--- src/rtl/adc_scan_pkg.sv ---
// rtl/adc_scan_pkg.sv - shared constants, state type and DIN word helper for the ADC scan controller
package adc_scan_pkg;

  localparam int NUM_CH     = 8;
  localparam int CH_W       = 3;
  localparam int DATA_W     = 12;
  localparam int FRAME_BITS = 16;
  localparam int CNT_W      = 4;
  localparam int ADDR_POS   = 11;

  typedef enum logic [2:0] {
    IDLE,
    WAIT_FALL,
    PRIME,
    CONV,
    GAP
  } state_t;

  // Frame word shifted out on DIN: two leading zeros, channel address, then zeros.
  function automatic logic [FRAME_BITS-1:0] din_word(input logic [CH_W-1:0] addr);
    din_word = '0;
    din_word[ADDR_POS +: CH_W] = addr;
  endfunction

endpackage

--- src/rtl/adc_ch_scan.sv ---
// rtl/adc_ch_scan.sv - combinational channel picker: lowest enabled channel and next enabled channel with wrap
module adc_ch_scan
  import adc_scan_pkg::*;
(
  input  logic [NUM_CH-1:0] mask,
  input  logic [CH_W-1:0]   cur_ch,
  output logic [CH_W-1:0]   next_ch,
  output logic [CH_W-1:0]   low_ch
);

  // Scanning downward lets the last hit be the lowest qualifying channel.
  always_comb begin
    low_ch = '0;
    for (int i = NUM_CH - 1; i >= 0; i--) begin
      if (mask[i]) low_ch = CH_W'(i);
    end
    next_ch = low_ch;
    for (int i = NUM_CH - 1; i >= 0; i--) begin
      if (mask[i] && (CH_W'(i) > cur_ch)) next_ch = CH_W'(i);
    end
  end

endmodule

--- src/rtl/adc_scan_ctrl.sv ---
// rtl/adc_scan_ctrl.sv - sequencer for an 8-channel 12-bit serial ADC: frames, channel scan, tagged samples
module adc_scan_ctrl
  import adc_scan_pkg::*;
(
  input  logic              wb_clk,
  input  logic              rst_pad_i,
  input  logic              start,
  input  logic              continuous,
  input  logic              stop,
  input  logic [NUM_CH-1:0] ch_mask,
  input  logic [2:0]        speed_sel,
  input  logic              adc_clk,
  input  logic              adc_dout,
  output logic [2:0]        clk_speed_select,
  output logic              adc_cs_n,
  output logic              adc_din,
  output logic              busy,
  output logic              sample_valid,
  output logic [DATA_W-1:0] sample_data,
  output logic [CH_W-1:0]   sample_ch
);

  state_t state, state_nxt;

  logic                  adc_clk_d, rise, fall;
  logic [NUM_CH-1:0]     mask_r;
  logic                  cont_r, stop_flag, gap_hi, was_conv;
  logic [FRAME_BITS-1:0] din_sr;
  logic [DATA_W-2:0]     cap_sr;
  logic [DATA_W-1:0]     cap_next;
  logic [CNT_W-1:0]      bit_cnt;
  logic [CH_W-1:0]       cur_ch, prev_ch, next_ch, low_ch, frame_ch;
  logic                  accept, in_frame, frame_done, scan_done, gap_close, frame_start;

  adc_ch_scan u_ch_scan (
    .mask    (mask_r),
    .cur_ch  (cur_ch),
    .next_ch (next_ch),
    .low_ch  (low_ch)
  );

  assign rise     = adc_clk & ~adc_clk_d;
  assign fall     = ~adc_clk & adc_clk_d;
  assign cap_next = {cap_sr, adc_dout};
  assign adc_din  = din_sr[FRAME_BITS-1];

  always_ff @(posedge wb_clk) begin
    if (rst_pad_i) state <= IDLE;
    else           state <= state_nxt;
  end

  always_comb begin
    state_nxt = state;
    case (state)
      IDLE:        if (accept) state_nxt = WAIT_FALL;
      WAIT_FALL:   if (fall) state_nxt = PRIME;
      PRIME, CONV: if (frame_done) state_nxt = GAP;
      GAP: begin
        if (gap_close && scan_done) state_nxt = IDLE;
        else if (frame_start)       state_nxt = CONV;
      end
      default:     state_nxt = IDLE;
    endcase
  end

  // The scan ends after the frame that carried the wrapped (lowest) address,
  // or, in continuous mode, after whichever frame was running when stop came.
  always_comb begin
    accept      = (state == IDLE) && start && (ch_mask != '0);
    in_frame    = (state == PRIME) || (state == CONV);
    frame_done  = in_frame && rise && (bit_cnt == CNT_W'(FRAME_BITS - 1));
    scan_done   = cont_r ? stop_flag : (was_conv && (cur_ch == low_ch));
    gap_close   = (state == GAP) && fall && !gap_hi;
    frame_start = fall && ((state == WAIT_FALL) || ((state == GAP) && gap_hi));
    frame_ch    = (state == WAIT_FALL) ? low_ch : next_ch;
  end

  always_ff @(posedge wb_clk) begin
    if (rst_pad_i) begin
      adc_clk_d        <= 1'b0;
      mask_r           <= '0;
      cont_r           <= 1'b0;
      stop_flag        <= 1'b0;
      gap_hi           <= 1'b0;
      was_conv         <= 1'b0;
      din_sr           <= '0;
      cap_sr           <= '0;
      bit_cnt          <= '0;
      cur_ch           <= '0;
      prev_ch          <= '0;
      clk_speed_select <= '0;
      adc_cs_n         <= 1'b1;
      busy             <= 1'b0;
      sample_valid     <= 1'b0;
      sample_data      <= '0;
      sample_ch        <= '0;
    end else begin
      adc_clk_d    <= adc_clk;
      sample_valid <= 1'b0;

      if (accept) begin
        mask_r           <= ch_mask;
        cont_r           <= continuous;
        clk_speed_select <= speed_sel;
        busy             <= 1'b1;
        stop_flag        <= 1'b0;
      end

      if (stop && cont_r && (state != IDLE)) stop_flag <= 1'b1;

      if (frame_start) begin
        adc_cs_n <= 1'b0;
        gap_hi   <= 1'b0;
        bit_cnt  <= '0;
        prev_ch  <= cur_ch;
        cur_ch   <= frame_ch;
        din_sr   <= din_word(frame_ch);
        was_conv <= (state == GAP);
      end else if (in_frame && fall) begin
        din_sr <= din_sr << 1;
      end

      if (in_frame && rise) begin
        cap_sr  <= cap_next[DATA_W-2:0];
        bit_cnt <= bit_cnt + 1'b1;
      end

      // The ADC returns the previous frame's conversion, hence prev_ch.
      if (frame_done && (state == CONV)) begin
        sample_valid <= 1'b1;
        sample_data  <= cap_next;
        sample_ch    <= prev_ch;
      end

      if (gap_close) begin
        adc_cs_n <= 1'b1;
        gap_hi   <= 1'b1;
        if (scan_done) busy <= 1'b0;
      end
    end
  end

endmodule

--- config.mk ---
export PLATFORM = sky130hd
export DESIGN_NAME = adc_scan_ctrl
export DESIGN_NICKNAME = d
export VERILOG_FILES = /design/src/rtl/adc_scan_pkg.sv /design/src/rtl/adc_ch_scan.sv /design/src/rtl/adc_scan_ctrl.sv
export SDC_FILE = /design/constraint.sdc
export NUM_CORES = 1
export LEC_CHECK = 0
export BUFFER_PORTS_ARGS = -buffer_cell sky130_fd_sc_hd__buf_2
export CORE_ASPECT_RATIO = 1.25
export CORE_MARGIN = 10
export CORE_UTILIZATION = 51
export CTS_CLUSTER_SIZE = 14
export DETAILED_ROUTE_END_ITERATION = 10
export PLACE_DENSITY = 0.81
export SYNTH_ARGS = -nofsm -noshare
export SYNTH_HDL_FRONTEND = slang
export SYNTH_SLANG_ARGS = --single-unit
--- constraint.sdc ---
create_clock -name wb_clk -period 1.7 [get_ports wb_clk]
set_clock_uncertainty 0.15 [all_clocks]
set_input_delay 0.085 -clock wb_clk [delete_from_list [all_inputs] [get_ports wb_clk]]
set_output_delay 0.085 -clock wb_clk [all_outputs]
set_load 0.005 [all_outputs]
==> impl_metrics.csv <==
group,metric,value,unit
grt,grt_usage,17.1,%
sta,final.setup.tns,-2.46,ns
die,dieHeight,101,um
clock_tree,cts_buffers,9,
status,status,"finished with violations",
setup_path,arrival,1.95,ns
job,cap_viol_max_count,0,
detailed_routing,antenna_left,0,
clock_tree,clk_path_buf_depth,2,
synth,synth.distinct_cells,41,
die,die_w,85.2,um
grt,overflow,0,
sta,period_needed,1.87,ns
setup_path,r2r_setup_slack,-0.17,ns
clock_tree,cts-root-buf,"clkbuf_8",
synth,synth_edf_count,0,
synth,ys_seq_elements,63,
sta,final-setup-viol-count,33,
setup_path,end_kind,"flip-flop",
hold_path,holdPathStages,4,
final_layout,area_growth_syn_to_layout,41.5,%
pwr,power.density,913,nW/um2
setup_path,critPathKind,"flip-flop to flip-flop",
synth,netlist.area_leader.share,46.6,%
place,numPortBuffers,39,
sta,whs,0.0786,ns
pwr,p_leak,1.70,nW
synth,yosysMostFrequentCell,"dfxtp_1",
setup_path,crit_required,1.78,ns
sta,rsz0062_at_grt,"true",
synth,synth_area_leaders,"dfxtp_1 47%, mux2i_1 11%, a21oi_1 6.5%",
synth,synth_nets,335,
grt,antenna_found_initial,0,
detailed_routing,vias_per_cell,5.59,
synth,ys_seq_area_share,46.6,%
clock_tree,clkLatencyLatePin,0.35,ns
final_layout,antennaDiodeCount,0,
setup_path,r2r_cells,6,
synth,postSynthAreaPerCell,8.56,um2
sta,fin_ws,-0.168,ns
synth,yosys_warnings,0,
clock_tree,cts.sinks,63,
place,post-dp-hpwl,4830,um
clock_tree,cts_tree,"done",
detailed_routing,routed_wl,7640,um
final_layout,final_util,74.9,%
grt,grt_pass1_vias,2724,
detailed_routing,route.detailed.drc,0,
synth,syn_inst,316,
die,core_area,5120,um2
detailed_routing,firstDrtPassIters,4,
grt,grt_pass1_wl,12300,um
clock_tree,htreeDepth,3,
final_layout,final_layout_size_suffix_gt1_share,33.2,%
grt,grt_max_degree,37,
clock_tree,clk_pin_slew,0.08,ns
setup_path,reg2reg_to,"mask_r[6]$_SDFFE_PP0P_",
die,rows,29,
clock_tree,post_cts_buffers,0,
sta,hold_viol_final,0,
pwr,vdd_drop_max,0.805,mV
die,fp.dieArea,8640,um2
detailed_routing,wl_per_cell,16.0,um
detailed_routing,initialDrtViolationCount,147,
hold_path,hp-class,"input pin to flip-flop",
sta,max_freq,0.535,GHz
hold_path,min_to,"din_sr[11]$_SDFFE_PP0P_",
sta,final.period_utilization,110,%
sta,relSlewSlack,60.3,%
final_layout,fin_nets,430,
sta,maxSlewViolCount,0,
sta,worstMarginPinSlew,0.589,ns
setup_path,critPathMaxFanout,8,
synth,synthFlopType,"dfxtp_1",
setup_path,reg2reg_from,"state[0]$_SDFFE_PP0P_",
synth,async_reset_ff_share,0,%
status,violations,"negative setup slack",
hold_path,min_from,"adc_clk",
synth,synth_top_cells_by_count,"63 x dfxtp_1, 46 x nor2_1, 44 x nand2_1",
place,pre_cts_slack,-0.136,ns
detailed_routing,num_vias,2673,
die,start_util,52.9,%
place,gp_congestion,0.887,
synth,syn-cell-area,2710,um2
setup_path,worstSetupStartpointType,"flip-flop",
die,ios,40,
synth,synth_top_area_cell,"dfxtp_1",
-- layout make-up --
cell class / count / area [um2]
clock buffer: 9 / 124
fill: 354 / 1290
clock inverter: 7 / 104
timing repair buffer: 102 / 753
tap: 62 / 77.6
sequential: 63 / 1280
inverter: 4 / 15.0
multi-input combinational: 231 / 1470
-- registers in the layout, indices dropped and copies added, names as in the netlist, 3 cells and up --
| signal | cells |
|---|---|
| state | 3 |
| sample_ch | 3 |
| bit_cnt | 4 |
| din_sr | 5 |
| clk_speed_select | 3 |
| cur_ch | 3 |
| sample_data | 12 |
| prev_ch | 3 |
| cap_sr | 11 |
| mask_r | 8 |
-- metrics by stage --
stage	instances	power, mW	cell area [um2]
6_report	478	3.50	3830
5_1_grt	478	3.61	3830
4_1_cts	478	3.45	3740
3_5_place_dp	446	1.94	3300
3_3_place_gp	446	1.93	3300
2_1_floorplan	316	1.77	2730
-- worst max-delay path by stage --
stage	start	endpoint	slack, ns	cells after the start
2_1_floorplan	state[2]$_SDFFE_PP0P_	sample_data[10]$_SDFFE_PP0P_	-0.12	7
3_3_place_gp	state[2]$_SDFFE_PP0P_	sample_data[1]$_SDFFE_PP0P_	-0.11	6
3_5_place_dp	state[2]$_SDFFE_PP0P_	sample_data[1]$_SDFFE_PP0P_	-0.14	6
4_1_cts	adc_clk_d$_SDFF_PP0_	sample_ch[2]$_SDFFE_PP0P_	-0.11	6
5_1_grt	state[0]$_SDFFE_PP0P_	mask_r[6]$_SDFFE_PP0P_	-0.25	6
6_report	state[0]$_SDFFE_PP0P_	mask_r[6]$_SDFFE_PP0P_	-0.17	6
-- layer usage --
layer  vias to the layer above  wire length (um)  GRT usage [%]
met1                      1265              2950           17.8
met4                         0               291           10.3
met5                         -                 0              0
li1                       1293                 -              -
met3                        28               381           4.10
met2                        87              4020           30.4
-- critical path, cell delays in order, from the launching register on --
cell and delay [ns]:
dfxtp_1 0.38, nor3_1 0.31, nand2_1 0.16, a21oi_4 0.24, buf_12 0.17, mux2i_1 0.26, nor2_1 0.09
-- cell usage in the layout, fill, tap and decap left out, drive strengths merged, types with 2 or more instances in the layout --
master / count
mux2i: 29
a31oi: 2
nor3: 7
o21ai: 10
a211o: 3
nand3: 5
dfxtp: 63
clkinv: 2
a21o: 2
clkbuf: 9
o211ai: 2
a311oi: 2
bufinv: 2
nor2: 46
xnor2: 2
a21oi: 36
nand3b: 5
dlygate4sd3: 16
nor2b: 4
nor3b: 2
nor4: 3
nand2: 44
inv: 7
nand2b: 5
a211oi: 5
and3: 3
buf: 86
-- power by group --
group	switching [mW]	leakage, nW	internal, mW
sequential	0.0344	0.516	1.50
clock	0.638	0.115	0.845
combinational	0.232	1.07	0.243
total	0.905	1.70	2.59
-- cells by family after synthesis --
family          Yosys count  synth area share (%)
simple gates            130                  22.3
flops                    63                  46.6
compound gates           68                  15.0
mux                      30                  11.1
fa+ha+maj                 1                 0.462
buf+inv                  22                  3.84
xor+xnor                  2                 0.647
-- what timing repair did --
action / CTS / global route
setup endpoints to repair: 32 / 51
pin swaps: 10 / 12
endpoints found under the hold margin: 24 / 0
gates resized for setup: 11 / 28
hold buffers: 16 / 0
Note: power is estimated with default switching activity, not from simulation.
